--- src/rtl/shift_pkg.sv ---
// rtl/shift_pkg.sv - mode and FSM encodings shared by the shift_reg_burst slice
package shift_pkg;

    typedef enum logic [2:0] {
        MODE_HOLD  = 3'b000,
        MODE_SHL   = 3'b001,
        MODE_SHR   = 3'b010,
        MODE_ASR   = 3'b011,
        MODE_ROTL  = 3'b100,
        MODE_ROTR  = 3'b101,
        MODE_HOLD6 = 3'b110,
        MODE_HOLD7 = 3'b111
    } shift_mode_e;

    typedef enum logic {
        ST_IDLE  = 1'b0,
        ST_BURST = 1'b1
    } burst_state_e;

    localparam shift_mode_e MODE_RESET  = MODE_HOLD;
    localparam burst_state_e STATE_RESET = ST_IDLE;

endpackage

--- src/rtl/shift_step_unit.sv ---
// rtl/shift_step_unit.sv - one-step next-value logic; rotate modes only when SHIFT_REG_ROTATE_EN is defined
module shift_step_unit
    import shift_pkg::*;
#(
    parameter int WIDTH = 16
) (
    input  logic [WIDTH-1:0] i_value,
    input  shift_mode_e      i_mode,
    input  logic             i_sin,
    output logic [WIDTH-1:0] o_next,
    output logic             o_bit,
    output logic             o_shifted
);

    // o_shifted tells the caller whether the out bit is meaningful; holds keep the old sout
    always_comb begin
        o_next    = i_value;
        o_bit     = 1'b0;
        o_shifted = 1'b0;
        case (i_mode)
            MODE_SHL: begin
                o_next    = {i_value[WIDTH-2:0], i_sin};
                o_bit     = i_value[WIDTH-1];
                o_shifted = 1'b1;
            end
            MODE_SHR: begin
                o_next    = {i_sin, i_value[WIDTH-1:1]};
                o_bit     = i_value[0];
                o_shifted = 1'b1;
            end
            MODE_ASR: begin
                o_next    = {i_value[WIDTH-1], i_value[WIDTH-1:1]};
                o_bit     = i_value[0];
                o_shifted = 1'b1;
            end
`ifdef SHIFT_REG_ROTATE_EN
            MODE_ROTL: begin
                o_next    = {i_value[WIDTH-2:0], i_value[WIDTH-1]};
                o_bit     = i_value[WIDTH-1];
                o_shifted = 1'b1;
            end
            MODE_ROTR: begin
                o_next    = {i_value[0], i_value[WIDTH-1:1]};
                o_bit     = i_value[0];
                o_shifted = 1'b1;
            end
`endif
            default: begin
                o_next    = i_value;
                o_bit     = 1'b0;
                o_shifted = 1'b0;
            end
        endcase
    end

endmodule

--- src/rtl/shift_reg_burst.sv ---
// rtl/shift_reg_burst.sv - universal shift register with counted burst engine; rotate via SHIFT_REG_ROTATE_EN
module shift_reg_burst
    import shift_pkg::*;
#(
    parameter int WIDTH = 16,
    parameter int CNT_W = 5
) (
    input  logic             clock,
    input  logic             reset,
    input  logic             load,
    input  logic [WIDTH-1:0] data,
    input  logic [2:0]       sel,
    input  logic             en,
    input  logic             sin,
    input  logic             start,
    input  logic [CNT_W-1:0] count,
    output logic             busy,
    output logic             done,
    output logic [WIDTH-1:0] shiftreg,
    output logic             sout
);

    burst_state_e     r_state;
    shift_mode_e      r_mode;
    logic [CNT_W-1:0] r_rem;
    logic [WIDTH-1:0] r_shiftreg;
    logic             r_sout;
    logic             r_done;

    burst_state_e     w_next_state;
    shift_mode_e      w_next_mode;
    logic [CNT_W-1:0] w_next_rem;
    logic [WIDTH-1:0] w_next_reg;
    logic             w_next_sout;
    logic             w_next_done;

    shift_mode_e      w_step_mode;
    logic [WIDTH-1:0] w_step_value;
    logic             w_step_bit;
    logic             w_step_shifted;

    // One step unit serves both paths: latched mode while bursting, live sel while idle
    assign w_step_mode = (r_state == ST_BURST) ? r_mode : shift_mode_e'(sel);

    shift_step_unit #(.WIDTH(WIDTH)) u_step (
        .i_value   (r_shiftreg),
        .i_mode    (w_step_mode),
        .i_sin     (sin),
        .o_next    (w_step_value),
        .o_bit     (w_step_bit),
        .o_shifted (w_step_shifted)
    );

    always_comb begin
        w_next_state = r_state;
        w_next_mode  = r_mode;
        w_next_rem   = r_rem;
        w_next_reg   = r_shiftreg;
        w_next_sout  = r_sout;
        w_next_done  = 1'b0;
        if (load) begin
            w_next_reg   = data;
            w_next_state = ST_IDLE;
        end else begin
            case (r_state)
                ST_IDLE: begin
                    if (start) begin
                        w_next_mode  = shift_mode_e'(sel);
                        w_next_rem   = count;
                        w_next_state = ST_BURST;
                    end else if (en && w_step_shifted) begin
                        w_next_reg  = w_step_value;
                        w_next_sout = w_step_bit;
                    end
                end
                ST_BURST: begin
                    if (r_rem != '0) begin
                        if (w_step_shifted) begin
                            w_next_reg  = w_step_value;
                            w_next_sout = w_step_bit;
                        end
                        w_next_rem = r_rem - {{(CNT_W-1){1'b0}}, 1'b1};
                    end else begin
                        w_next_state = ST_IDLE;
                        w_next_done  = 1'b1;
                    end
                end
                default: w_next_state = ST_IDLE;
            endcase
        end
    end

    always_ff @(posedge clock) begin
        if (reset) begin
            r_state    <= STATE_RESET;
            r_mode     <= MODE_RESET;
            r_rem      <= '0;
            r_shiftreg <= '0;
            r_sout     <= 1'b0;
            r_done     <= 1'b0;
        end else begin
            r_state    <= w_next_state;
            r_mode     <= w_next_mode;
            r_rem      <= w_next_rem;
            r_shiftreg <= w_next_reg;
            r_sout     <= w_next_sout;
            r_done     <= w_next_done;
        end
    end

    assign busy     = (r_state == ST_BURST);
    assign done     = r_done;
    assign shiftreg = r_shiftreg;
    assign sout     = r_sout;

endmodule

--- config.mk ---
export PLATFORM = sky130hd
export DESIGN_NAME = shift_reg_burst
export DESIGN_NICKNAME = d
export VERILOG_FILES = /design/src/rtl/shift_pkg.sv /design/src/rtl/shift_step_unit.sv /design/src/rtl/shift_reg_burst.sv
export SDC_FILE = /design/constraint.sdc
export NUM_CORES = 1
export LEC_CHECK = 0
export ABC_CLOCK_PERIOD_IN_PS = 1800
export BUFFER_PORTS_ARGS = -buffer_cell sky130_fd_sc_hd__buf_2
export CAP_MARGIN = 20
export CORE_MARGIN = 10
export CORE_UTILIZATION = 45
export CTS_CLUSTER_DIAMETER = 50
export DETAILED_ROUTE_END_ITERATION = 8
export GPL_TIMING_DRIVEN = 0
export HOLD_SLACK_MARGIN = 0.12
export PLACE_DENSITY_LB_ADDON = 0.15
export SLEW_MARGIN = 0
export SYNTH_ARGS = -nofsm -noshare
export SYNTH_HDL_FRONTEND = slang
export SYNTH_SLANG_ARGS = --single-unit
--- constraint.sdc ---
create_clock -name clock -period 1.8 [get_ports clock]
set_input_delay 0.09 -clock clock [delete_from_list [all_inputs] [get_ports clock]]
set_output_delay 0.09 -clock clock [all_outputs]
set_load 0.02 [all_outputs]
After elaboration in Yosys (flattened, before gate mapping)
Index checks and enable logic that the tools add are counted.
W data, S select, Z words.
{ "totals": {"ff_bits": 27, "latchBits": 0, "mem_bits_rw": 0, "romBits": 0, "in_bits": 30, "word_cells": 53, "mem_count": 0} }
{ "op_classes": {"addsub": 1, "multipliers": 0, "div": 0, "order_cmp": 0, "eq_ne": 12, "shifts": 0, "n_mux": 22, "bitwise_logic": 2, "n_reduce_logical": 10} }
{ "op_table": {"columns": ["cell", "n"], "rows": [
  ["$mux W16", 5],
  ["$pmux W16 S3", 1],
  ["$pmux W16 S2", 1],
  ["$mux W5", 2],
  ["$pmux W5 S2", 1],
  ["$mux W1", 8],
  ["$eq A3 B2 Y1 const B", 2],
  ["$ne A2 B2 Y1 const B", 3],
  ["$ne A3 B2 Y1 const B", 2],
  ["$ne A3 B3 Y1 const B", 2],
  ["$pmux W1 S2", 3],
  ["$reduce_and A3 Y1", 2],
  ["$reduce_or A3 Y1", 2],
  ["$reduce_and A5 Y1", 1],
  ["$reduce_bool A5 Y1", 1],
  ["$sub A5 B1 Y5 const B", 1],
  ["$ne A2 B1 Y1 const B", 2],
  ["$reduce_and A4 Y1", 1],
  ["$reduce_or A2 Y1", 2],
  ["$eq A3 B1 Y1 const B", 1],
  ["$mux W3", 1],
  ["$not A1 Y1", 2],
  ["$logic_and A1 B1 Y1", 1]
]} }

Logic depth before layout (Yosys ltp)
{ "depth": {"ltp_word": 9, "ltp_mapped": 8} }

By module
Synthesis repeated with hierarchy kept, for this count alone.
{ "hier_totals": {"hier_cells": 208, "hier_area_um2": 1790.5} }
{ "modules_own_cells": {"columns": ["module", "instances", "cells_each", "area_each_um2", "seq_area_each_um2"], "rows": [
  ["shift_reg_burst", 1, 147, 1420.1, 540.5],
  ["shift_step_unit", 1, 61, 370.4, 0.0]
]} }

Worst setup path after synthesis
OpenSTA, ideal clock, no wires.
{ "synth_path": {"path_type": "register to register", "startpoint": "register r_state, in the netlist busy", "endpoint": "register r_shiftreg[14], in the netlist shiftreg[14]", "setup_time_ps": 134, "arrival_time_ps": 1832, "path_slack_ps": -166, "path_stages_with_launch": 8, "path_buffers": 2, "cell_sequence": "dfxtp_1 > nor3b_1 > a31o_1 > buf_6 > o32ai_4 > buf_6 > mux2i_1 > o22ai_1"} }
{ "synth_via": {"elab_chain_cells": 7, "elab_cells_between_ends": 20, "classes_between": "eq/ne (7); mux (9); bitwise (1); reduce/logical (3)"} }
{ "synth_lines": {"columns": ["element", "line", "text"], "rows": [
  ["from (decl)", "shift_reg_burst.sv:23", "burst_state_e r_state;"],
  ["from (signal assigned)", "shift_reg_burst.sv:102", "r_state <= w_next_state;"],
  ["$mux W3", "shift_reg_burst.sv:43", "assign w_step_mode = (r_state == ST_BURST) ? r_mode : shift_mode_e'(sel);"],
  ["$eq A3 B2 Y1 or $eq A3 B1 Y1 (tied branches)", "shift_step_unit.sv:20", "case (i_mode)"],
  ["$pmux W16 S3 or $reduce_or A3 Y1 (tied branches)", null, null],
  ["$mux W16, or another cell as far along", "shift_reg_burst.sv:78", "if (w_step_shifted) begin"],
  ["$mux W16, or another cell as far along", "shift_reg_burst.sv:77", "if (r_rem != '0) begin"],
  ["$pmux W16 S2 or $ne A3 B3 Y1 (tied branches)", null, null],
  ["$mux W16 or $reduce_and A4 Y1 (tied branches)", null, null],
  ["to (signal assigned)", "shift_reg_burst.sv:105", "r_shiftreg <= w_next_reg;"],
  ["to (decl)", "shift_reg_burst.sv:26", "logic [WIDTH-1:0] r_shiftreg;"]
]} }
Parallel ways exist; a longest one is shown, timed or not. The select of a mux whose other input is x is not followed.
A chain may end at the register's enable or synchronous reset.

Worst setup path after layout
{ "layout_path": {"startpoint": "register r_state, in the netlist busy", "endpoint": "register r_shiftreg[4], in the netlist shiftreg[4]"} }
The elaborated chain is that of the path after synthesis.

==> flow_metrics.env <==
export IMPL_period_share=0.975
export IMPL_slew_headroom=0.604
export IMPL_synth_top_family_by_area="multiplexers"
export IMPL_powerDensity_mw_per_mm2=621
export IMPL_ir_drop_uv=336
export IMPL_instances_no_fill=291
export IMPL_swShare=0.306
export IMPL_power_uw=1330
export IMPL_worst_pin_slew_ns=0.593
export IMPL_cpMostUsedCell="buf_6"
export IMPL_htreeDepth=1
export IMPL_grt_max_degree=15
export IMPL_cp_top_family="compound AO/OA/AOI/OAI gates"
export IMPL_grt_util_met1=0.161
export IMPL_critPathKind="register to register"
export IMPL_grt_pass1_vias=1475
export IMPL_p_int_uw=923
export IMPL_n_fill_cell=303
export IMPL_pwr_share_comb=0.294
export IMPL_setup_violations=0
export IMPL_cts_tree="yes"
export IMPL_wl_microns=4340
export IMPL_hp_start="load"
export IMPL_critical_path_max_stage_delay_ns=0.40
export IMPL_fmax_ghz=0.570
export IMPL_synthXorXnorAreaFrac=0
export IMPL_setup_tns_ns=0
export IMPL_use_met3=0.0410
export IMPL_crit_path_cell_trace="nor3b_2, a31o_1, buf_6, o32ai_4, buf_6, mux2i_2, o22ai_1"
export IMPL_clockBufferDepth=2
export IMPL_fin_skew_ns=0.00218
export IMPL_holdWs_ns=0.149
export IMPL_die_area_sq_mm=0.00615
export IMPL_synth_compound_area_frac=0.184
export IMPL_finalInstanceArea_sq_mm=0.00214
export IMPL_seq_power_share=0.505
export IMPL_clock_sinks=27
export IMPL_fp_row_count=21
export IMPL_yosys_most_used_dff="dfxtp_1"
export IMPL_final_common_cell="buf_2"
export IMPL_track_usage=0.137
export IMPL_min_period_ns=1.75
export IMPL_final_cell_mix="buf_2, dfxtp_1, mux2i_1, dlygate4sd3_1, nand2_1"
export IMPL_antenna_found_initial=0
export IMPL_use_met2=0.238
export IMPL_yosys_area_share_simple=0.138
export IMPL_overflow=0
export IMPL_r2r_start="busy"
export IMPL_place_inst=264
export IMPL_synthArstFlopShare=0
export IMPL_fp_dieH_microns=78.4
export IMPL_port_buffers=48
export IMPL_diodes=0
export IMPL_start_util=0.464
export IMPL_dieWidth_microns=78.4
export IMPL_grt_busiest_layer="met2"
export IMPL_final_net_count=278
export IMPL_synth_nets=202
export IMPL_vias=1529
export IMPL_synth_edf_count=0
export IMPL_drt_pre_antenna_iters=4
export IMPL_synthAdderAreaFrac=0.0163
export IMPL_vias_per_cell=5.25
export IMPL_rsz0062_at_grt="yes"
export IMPL_numCtsBuffers=3
export IMPL_required_ns=2.02
export IMPL_maxCapViolCount=0
export IMPL_root_buffer="clkbuf_4"
export IMPL_p_leak_uw=0.00100
export IMPL_postPlaceCellArea_sq_mm=0.00185
export IMPL_worst_r2r_endpoint="shiftreg[4]"
export IMPL_finalMaxSlewViolations=0
export IMPL_min_delay_path_depth=4
export IMPL_area_growth_pct=39.3
export IMPL_crit_arrival_ns=1.97
export IMPL_ys_warn_count=0
export IMPL_clkPwrFrac=0.201
export IMPL_cp_end_kind="register"
export IMPL_synth_seq_cells=27
export IMPL_syn_inst=170
export IMPL_drc=0
export IMPL_min_to="r_rem[0]"
export IMPL_critPathLaunchType="register"
export IMPL_clock_latency_ns=0.32
export IMPL_r2r_cells=7
export IMPL_crit_path_top_delay_cell="dfxtp_4"
export IMPL_p_switching_uw=407
export IMPL_path_clk_slew_ns=0.15
export IMPL_hold_viol=0
export IMPL_status="finished, final reports clean"
export IMPL_syn_cell_area_sq_mm=0.00154
export IMPL_holdCritPathClass="input pin to register"
export IMPL_syn_avg_cell_area_sq_um=9.04
export IMPL_synth_area_mux_share=0.247
export IMPL_seq_area_frac_synth=0.352
export IMPL_cp_num_buf_inv=2
export IMPL_ant_nets=0
export IMPL_routabilityCongestion=0.772
export IMPL_wl_per_cell_microns=14.9
export IMPL_drtIter0Drc=74
export IMPL_drive_gt1_frac=0.351
export IMPL_crit_path_max_fanout=7
export IMPL_dp_hpwl_microns=3130
export IMPL_synth_cell_type_count=31
export IMPL_r2r_slack_ns=0.05
export IMPL_core_sq_mm=0.00331
export IMPL_io_pins=49
export IMPL_grt_pass1_wl_microns=7100
==> flip-flops by register name, indices dropped and copies added, names as in the netlist <==
name	cells
shiftreg	16
r_rem	5
r_mode	3
busy	1
done	1
sout	1
==> metrics by stage <==
step	utilization	setup WS, ns
5_1_grt	0.647	-0.0503
2_1_floorplan	-	-0.00448
3_3_place_gp	0.559	-0.194
4_1_cts	0.636	0.00233
6_report	0.647	0.0456
3_5_place_dp	0.559	-0.229
==> area by class of cell <==
type / count / area [sq um] / share of cell area
Tap cell: 46 / 57.6 / 0.0269
Inverter: 8 / 30.0 / 0.0140
Timing Repair Buffer: 71 / 467 / 0.218
Clock buffer: 4 / 26.3 / 0.0123
Multi-Input combinational cell: 122 / 938 / 0.438
Buffer: 13 / 75.1 / 0.0351
Sequential cell: 27 / 547 / 0.255
==> worst max path at each step <==
stage | to | start | depth (start not counted) | slack [ns]
floorplan | shiftreg[14] | busy | 7 | -0.004
global route | shiftreg[4] | busy | 7 | -0.05
global placement | shiftreg[5] | r_rem[0] | 8 | -0.19
CTS | shiftreg[13] | r_rem[0] | 8 | 0.002
detailed placement | shiftreg[13] | r_rem[0] | 8 | -0.23
finish | shiftreg[4] | busy | 7 | 0.05
==> repair_timing <==
action	in CTS	in global routing
hold buffers	20	0
endpoints found under the setup margin	19	20
buffers inserted	1	1
cloned	0	1
resized for setup	6	12
hold endpoints to repair	20	0
pin swaps	1	6
==> cells in the mapped netlist (all sizes together) (3+ instances only) <==
cell / number / share of area
a21oi: 4 / 0.013
a22oi: 3 / 0.015
buf: 4 / 0.021
clkbuf: 9 / 0.022
dfxtp: 27 / 0.35
inv: 8 / 0.020
mux2: 15 / 0.11
mux2i: 21 / 0.14
nand2: 16 / 0.039
nor2: 14 / 0.034
nor3b: 5 / 0.024
o21ai: 7 / 0.023
o22ai: 15 / 0.061
==> per-layer routing <==
metal	wire length [microns]	vias up
li1	-	765
met1	1860	723
met2	2180	37
met3	260	4
met4	36	0
met5	0	-
==> worst min-delay path, delay by kind of cell <==
| family | cells | cell delay [ns] |
|---|---|---|
| buf+inv | 1 | 0.13 |
| compound gates | 3 | 0.22 |
==> logic make-up after synthesis <==
group,count (synthesis)
flip-flops,27
AND/OR/NAND/NOR,44
multiplexers,36
buffers and inverters,21
AO/OA/AOI/OAI,40
adder cells (fa/ha/maj),2
==> power by group through the flow <==
stage	clock [uW]	sequential (uW)	combinational, uW
2_1_floorplan	0	706	203
3_3_place_gp	0	680	328
3_5_place_dp	0	681	336
4_1_cts	275	670	381
5_1_grt	294	678	428
6_report	268	671	391
(Power assumes the default switching activity.)
